## config.mk

```make
export PLATFORM = sky130hd
export DESIGN_NAME = bf_session_ctrl
export DESIGN_NICKNAME = d
export VERILOG_FILES = /design/src/rtl/bf_session_ctrl.sv
export SDC_FILE = /design/constraint.sdc
export NUM_CORES = 1
export LEC_CHECK = 0
export ABC_CLOCK_PERIOD_IN_PS = 2600
export CAP_MARGIN = 20
export CORE_MARGIN = 2
export CORE_UTILIZATION = 38
export DETAILED_ROUTE_END_ITERATION = 12
export GPL_TIMING_DRIVEN = 0
export PLACE_DENSITY = 0.77
export SETUP_SLACK_MARGIN = 0.1
export SYNTH_ARGS = -nofsm -noshare
export SYNTH_HDL_FRONTEND = slang
export SYNTH_SLANG_ARGS = --single-unit
```

## constraint.sdc

```tcl
create_clock -name clk -period 2.6 [get_ports clk]
set_clock_uncertainty 0.05 [all_clocks]
set_input_delay 0.78 -clock clk [delete_from_list [all_inputs] [get_ports clk]]
set_output_delay 0.78 -clock clk [all_outputs]
set_load 0.005 [all_outputs]
```

## src/rtl/bf_session_ctrl.sv

```systemverilog
`default_nettype none
//==============================================================================
// Module : bf_session_ctrl
// Brief  : Loads a BF program from the UART, zero-fills program RAM, launches
//          the core, routes UART traffic while it runs and reports its status.
// Rev    : 1.0 - initial release
//==============================================================================
module bf_session_ctrl #(
  parameter int         PSIZELOG   = 8,
  parameter logic [7:0] ABORT_CHAR = 8'h1B
) (
  input  logic                clk,
  input  logic                rst,
  input  logic [7:0]          rx_data,
  input  logic                new_rx,
  output logic [7:0]          tx_data,
  output logic                tx_send,
  input  logic                tx_busy,
  output logic                prog_we,
  output logic [PSIZELOG-1:0] prog_addr,
  output logic [7:0]          prog_wdata,
  output logic                core_start,
  output logic                core_abort,
  input  logic                core_running,
  input  logic                core_error,
  output logic [7:0]          core_rx_data,
  output logic                core_new_rx,
  input  logic [7:0]          core_tx_data,
  input  logic                core_tx_send,
  output logic                core_tx_busy,
  output logic [2:0]          state
);

  typedef enum logic [2:0] {
    S_LOAD   = 3'd0,
    S_FILL   = 3'd1,
    S_START  = 3'd2,
    S_RUN    = 3'd3,
    S_REPORT = 3'd4,
    S_NL     = 3'd5
  } state_t;

  localparam logic [7:0] c_CHAR_NL    = 8'h0A;
  localparam logic [7:0] c_STAT_OVF   = 8'h4F;
  localparam logic [7:0] c_STAT_ABORT = 8'h41;
  localparam logic [7:0] c_STAT_ERR   = 8'h45;
  localparam logic [7:0] c_STAT_OK    = 8'h4B;
  localparam logic [PSIZELOG-1:0] c_ADDR_ZERO = '0;
  localparam logic [PSIZELOG-1:0] c_ADDR_ONE  = PSIZELOG'(1);
  localparam logic [PSIZELOG-1:0] c_ADDR_LAST = '1;

  state_t              r_state, w_stateNext;
  logic [PSIZELOG-1:0] r_addr, w_addrNext;
  logic [7:0]          r_status, w_statusNext;
  logic                r_ovf, w_ovfNext;
  logic                r_abort, w_abortNext;
  logic                r_sent, w_sentNext;
  logic                r_runPrev, w_runPrevNext;
  logic                r_seenHigh, w_seenHighNext;
  logic                r_lowOnce, w_lowOnceNext;
  logic                w_isBf;
  logic                w_isAbort;
  logic                w_runExit;

  assign w_isBf    = rx_data inside {8'h2B, 8'h2D, 8'h3C, 8'h3E, 8'h5B, 8'h5D, 8'h2E, 8'h2C};
  assign w_isAbort = new_rx && (rx_data == ABORT_CHAR);
  assign state     = r_state;

  always_ff @(posedge clk or negedge rst) begin
    if (!rst) begin
      r_state    <= S_LOAD;
      r_addr     <= c_ADDR_ONE;
      r_status   <= 8'h00;
      r_ovf      <= 1'b0;
      r_abort    <= 1'b0;
      r_sent     <= 1'b0;
      r_runPrev  <= 1'b0;
      r_seenHigh <= 1'b0;
      r_lowOnce  <= 1'b0;
    end else begin
      r_state    <= w_stateNext;
      r_addr     <= w_addrNext;
      r_status   <= w_statusNext;
      r_ovf      <= w_ovfNext;
      r_abort    <= w_abortNext;
      r_sent     <= w_sentNext;
      r_runPrev  <= w_runPrevNext;
      r_seenHigh <= w_seenHighNext;
      r_lowOnce  <= w_lowOnceNext;
    end
  end

  always_comb begin
    w_stateNext    = r_state;
    w_addrNext     = r_addr;
    w_statusNext   = r_status;
    w_ovfNext      = r_ovf;
    w_abortNext    = r_abort;
    w_sentNext     = r_sent;
    w_runPrevNext  = r_runPrev;
    w_seenHighNext = r_seenHigh;
    w_lowOnceNext  = r_lowOnce;
    w_runExit      = 1'b0;
    tx_data        = 8'h00;
    tx_send        = 1'b0;
    prog_we        = 1'b0;
    prog_addr      = r_addr;
    prog_wdata     = 8'h00;
    core_start     = 1'b0;
    core_abort     = 1'b0;
    core_rx_data   = 8'h00;
    core_new_rx    = 1'b0;
    core_tx_busy   = 1'b1;

    case (r_state)
      S_LOAD: begin
        if (new_rx && w_isBf) begin
          if (r_addr != c_ADDR_ZERO) begin
            prog_we    = 1'b1;
            prog_wdata = rx_data;
            w_addrNext = r_addr + c_ADDR_ONE;
          end else begin
            w_ovfNext = 1'b1;
          end
        end else if (new_rx && (rx_data == c_CHAR_NL)) begin
          if (r_ovf) begin
            w_statusNext = c_STAT_OVF;
            w_stateNext  = S_REPORT;
          end else begin
            w_stateNext = S_FILL;
          end
        end
      end

      S_FILL: begin
        if (r_addr == c_ADDR_ZERO) begin
          w_stateNext = S_START;
        end else begin
          prog_we    = 1'b1;
          w_addrNext = r_addr + c_ADDR_ONE;
          if (r_addr == c_ADDR_LAST) w_stateNext = S_START;
        end
      end

      S_START: begin
        core_start     = 1'b1;
        w_runPrevNext  = 1'b0;
        w_seenHighNext = 1'b0;
        w_lowOnceNext  = 1'b0;
        w_stateNext    = S_RUN;
      end

      S_RUN: begin
        core_rx_data   = rx_data;
        core_new_rx    = new_rx && !w_isAbort;
        tx_data        = core_tx_data;
        tx_send        = core_tx_send;
        core_tx_busy   = tx_busy;
        core_abort     = r_abort && core_running;
        w_abortNext    = r_abort || w_isAbort;
        w_runPrevNext  = core_running;
        if (core_running) w_seenHighNext = 1'b1;
        if (!core_running && !r_seenHigh) w_lowOnceNext = 1'b1;
        // A core that never rises within two cycles has finished immediately.
        w_runExit = !core_running &&
                    (r_runPrev || r_abort || (!r_seenHigh && r_lowOnce));
        if (w_runExit) begin
          w_stateNext  = S_REPORT;
          w_statusNext = r_abort ? c_STAT_ABORT : (core_error ? c_STAT_ERR : c_STAT_OK);
        end
      end

      S_REPORT, S_NL: begin
        tx_data = (r_state == S_REPORT) ? r_status : c_CHAR_NL;
        // The cycle after a send is a gap so tx_busy has time to rise.
        if (r_sent) begin
          w_sentNext = 1'b0;
          if (r_state == S_REPORT) begin
            w_stateNext = S_NL;
          end else begin
            w_stateNext = S_LOAD;
            w_addrNext  = c_ADDR_ONE;
            w_ovfNext   = 1'b0;
            w_abortNext = 1'b0;
          end
        end else if (!tx_busy) begin
          tx_send    = 1'b1;
          w_sentNext = 1'b1;
        end
      end

      default: w_stateNext = S_LOAD;
    endcase
  end

endmodule
`default_nettype wire

```

==> impl_metrics.tcl <==
set metrics [dict create \
    synth_edf_count 0 \
    synthArstFlopShare_pct 100 \
    drive_gt1_share_pct 43.6 \
    endpoint_kind "output port" \
    die_y_um 66.4 \
    grt_pass1_vias 1717 \
    finalPower_w 0.00230 \
    place.port_buffers 62 \
    hp-class "reg -> reg" \
    path_clk_slew_ns 0.08 \
    cts_buffer_depth 2 \
    synth_warnings 0 \
    grt_max_degree 21 \
    muxShareOfSynthArea_pct 1.52 \
    rrSetupSlack_ns 0.50 \
    cts_hold_buf 0 \
    grt_pass1_wl_mm 7.98 \
    crit_path_max_fanout 4 \
    wirelength_mm 5.35 \
    grt-busiest-layer "met2" \
    track_usage_pct 23.2 \
    max_freq_mhz 339 \
    rows 22 \
    grt.met3_usage_pct 3.07 \
    drt_first_pass_iters 4 \
    synth_area_per_cell_um2 8.47 \
    synth_top_family_by_area "simple AND/OR/NAND/NOR gates" \
    period_minus_slack_ns 2.95 \
    die_x_um 66.4 \
    worstPathRequired_ns 1.77 \
    antenna_found_initial 0 \
    use_met2_pct 38.8 \
    cp_slowest_stage_delay_ns 0.29 \
    min_to "r_lowOnce" \
    worstPathCellList "buf_8 -> nand3b_1 -> a211o_1 -> a21o_4 -> nor3_4 -> buf_4 -> buf_6 -> and2_1 -> buf_2" \
    htreeDepth 1 \
    whs_ns 0.455 \
    cts-root-buf "clkbuf_8" \
    synth_compound_area_share_pct 22.6 \
    maxCapViolCount 0 \
    cpMaxStageDelayCell "a211o_1" \
    path_class "in -> out" \
    areaGrowthSynthToFinish_pct 79.1 \
    ff2ff_path_depth 7 \
    finalSetupViolations 8 \
    grt_overflow 0 \
    hold_violations 0 \
    p_leak_nw 1.33 \
    route.detailed.drc 0 \
    drt_iter0_markers 77 \
    core_um2 3720 \
    die_area_um2 4410 \
    io-pin-count 64 \
    start_util_pct 39.9 \
    finalCritPeriodShare_pct 114 \
    synthesis.nets 200 \
    ys_seq_area_share_pct 33.9 \
    met1_usage_pct 30.4 \
    power-per-cell-area_nw_per_um2 865 \
    slew_headroom_pct 36.9 \
    slew_viol_final 0 \
    arrival_ns 2.12 \
    reg2reg_from "state[1]" \
    ys_ff_latch 20 \
    cts_buffers 3 \
    n_fill_cell 284 \
    dp_hpwl_mm 3.00 \
    r2r-end "prog_addr[3]" \
    synthCells 175 \
    holdPathStages 2 \
    cts_tree "built" \
    synthSimpleGateAreaFrac_pct 34.4 \
    hp-start "r_lowOnce" \
    yosys.cell_types.count 57 \
    clock_latency_ns 0.26 \
    gp_congestion 0.823 \
    startpoint_type "primary input" \
    worst_pin_slew_ns 0.943 \
    final_antenna_net_count 0 \
    synth_area_um2 1480 \
    outcome "finished, violations left" \
    nNetsFinal 313 \
    ys.flop_type "dfrtp_1" \
    setup_ws_ns -0.352 \
    viasPerCell 5.33 \
    clock_sinks 20 \
    synth_fa_ha_area_share_pct 1.69 \
    synth_xor_area_share_pct 0.591 \
    wire_per_inst_um 16.0 \
    num_vias 1787 \
    ir_drop_mv 0.550 \
    violations "negative setup slack" \
    antenna_cells 0 \
    grt_setup_unrepaired "yes" \
]
registers in the layout, indices dropped and copies added (netlist names):
signal / cells
state: 3
r_runPrev: 1
r_lowOnce: 1
r_seenHigh: 1
r_abort: 1
r_sent: 1
prog_addr: 8
r_ovf: 1
r_status: 3
area by class of cell:
cell class	count	area [µm²]	area share, %
Timing Repair Buffer	110	948	35.7
Clock buffer	4	45.0	1.70
Buffer	6	65.1	2.45
Multi-Input combinational cell	139	1000	37.7
Inverter	8	32.5	1.23
Tap cell	48	60.1	2.26
Sequential cell	20	503	19.0
repair_timing:
action / 4_1_cts / 5_1_grt
resized for setup: 178 / 33
endpoints found under the setup margin: 37 / 25
pin swaps: 16 / 8
gates cloned: 2 / 0
buffers inserted: 32 / 18
critical path, delay by kind of cell:
family | cells | cell delay, ns
AO/OA/AOI/OAI | 2 | 0.52
buffers and inverters | 4 | 0.42
AND/OR/NAND/NOR | 3 | 0.40
metal layers:
layer / wire (µm) / up-vias
li1: - / 858
met1: 2180 / 841
met5: 0 / -
met3: 397 / 10
met4: 95 / 0
met2: 2680 / 78
report_power, final:
part	switching [W]	internal (W)
clock	0.000106	0.000109
sequential	0.000128	0.000437
combinational	0.000678	0.000838
per-stage QoR:
stage	std cells	cell area [µm²]	setup slack, ns	setup TNS, ns	utilization, %
6_report	335	2650	-0.352	-2.06	71.4
5_1_grt	335	2650	-0.415	-2.51	71.4
4_1_cts	322	2500	-0.409	-2.35	67.4
3_5_place_dp	285	2170	-1.23	-23.42	58.5
3_3_place_gp	285	2170	-1.20	-23.03	58.5
2_1_floorplan	175	1490	-0.0547	-0.231	-
worst max path at each step:
stage                     startpoint             to  slack [ns]  depth (start not counted)
after floorplan           rx_data[0]  prog_wdata[0]       -0.05                          5
after global placement    rx_data[0]  prog_wdata[0]       -1.20                          7
after detailed placement  rx_data[0]  prog_wdata[0]       -1.23                          7
after CTS                 rx_data[0]  prog_wdata[1]       -0.41                          9
after global routing      rx_data[0]  prog_wdata[1]       -0.42                          9
final                     rx_data[0]  prog_wdata[1]       -0.35                          9
synthesized netlist by cell type (2+ instances only):
cell type / instances / share of area (%)
a211o_1: 3 / 1.8
a21o_1: 8 / 4.1
a21oi_1: 4 / 1.4
and2_1: 12 / 5.1
and2_2: 2 / 1.0
and2b_2: 2 / 1.2
and3_1: 7 / 3.0
buf_4: 2 / 1.0
clkbuf_1: 4 / 1.0
dfrtp_1: 19 / 32
ha_1: 2 / 1.7
inv_1: 8 / 2.0
mux2_2: 2 / 1.5
nand2_1: 15 / 3.8
nand2b_1: 4 / 1.7
nand3_1: 4 / 1.4
nand4_1: 2 / 0.84
nor2_1: 16 / 4.1
nor3_1: 9 / 3.0
nor3b_1: 3 / 1.5
nor4_1: 3 / 1.3
o21a_1: 2 / 1.0
o21ai_0: 6 / 2.0
o21bai_1: 2 / 1.0
or3_1: 2 / 0.84
cells by family (layout without fill, tap and decap cells):
| kind of cell | after synthesis | in the layout |
|---|---|---|
| AO/OA/AOI/OAI | 42 | 42 |
| XOR/XNOR | 1 | 1 |
| adder cells (fa/ha/maj) | 2 | 2 |
| buffers and inverters | 16 | 128 |
| flip-flops | 20 | 20 |
| multiplexers | 2 | 2 |
| other | 1 | 1 |
| AND/OR/NAND/NOR | 91 | 91 |
placed cells by master (no fill, tap or decap), drive strengths merged, types with 3 or more instances in the layout:
cell / count
dfrtp: 19
o21ai: 6
inv: 8
buf: 83
nand3: 4
a211o: 3
a21oi: 4
and3: 7
nand2b: 4
nand2: 15
clkdlybuf4s50: 22
clkbuf: 8
and2: 15
nor2: 17
nor4: 3
nor3b: 3
dlygate4sd2: 7
a21o: 9
nor3: 9
(Power assumes the default switching activity.)
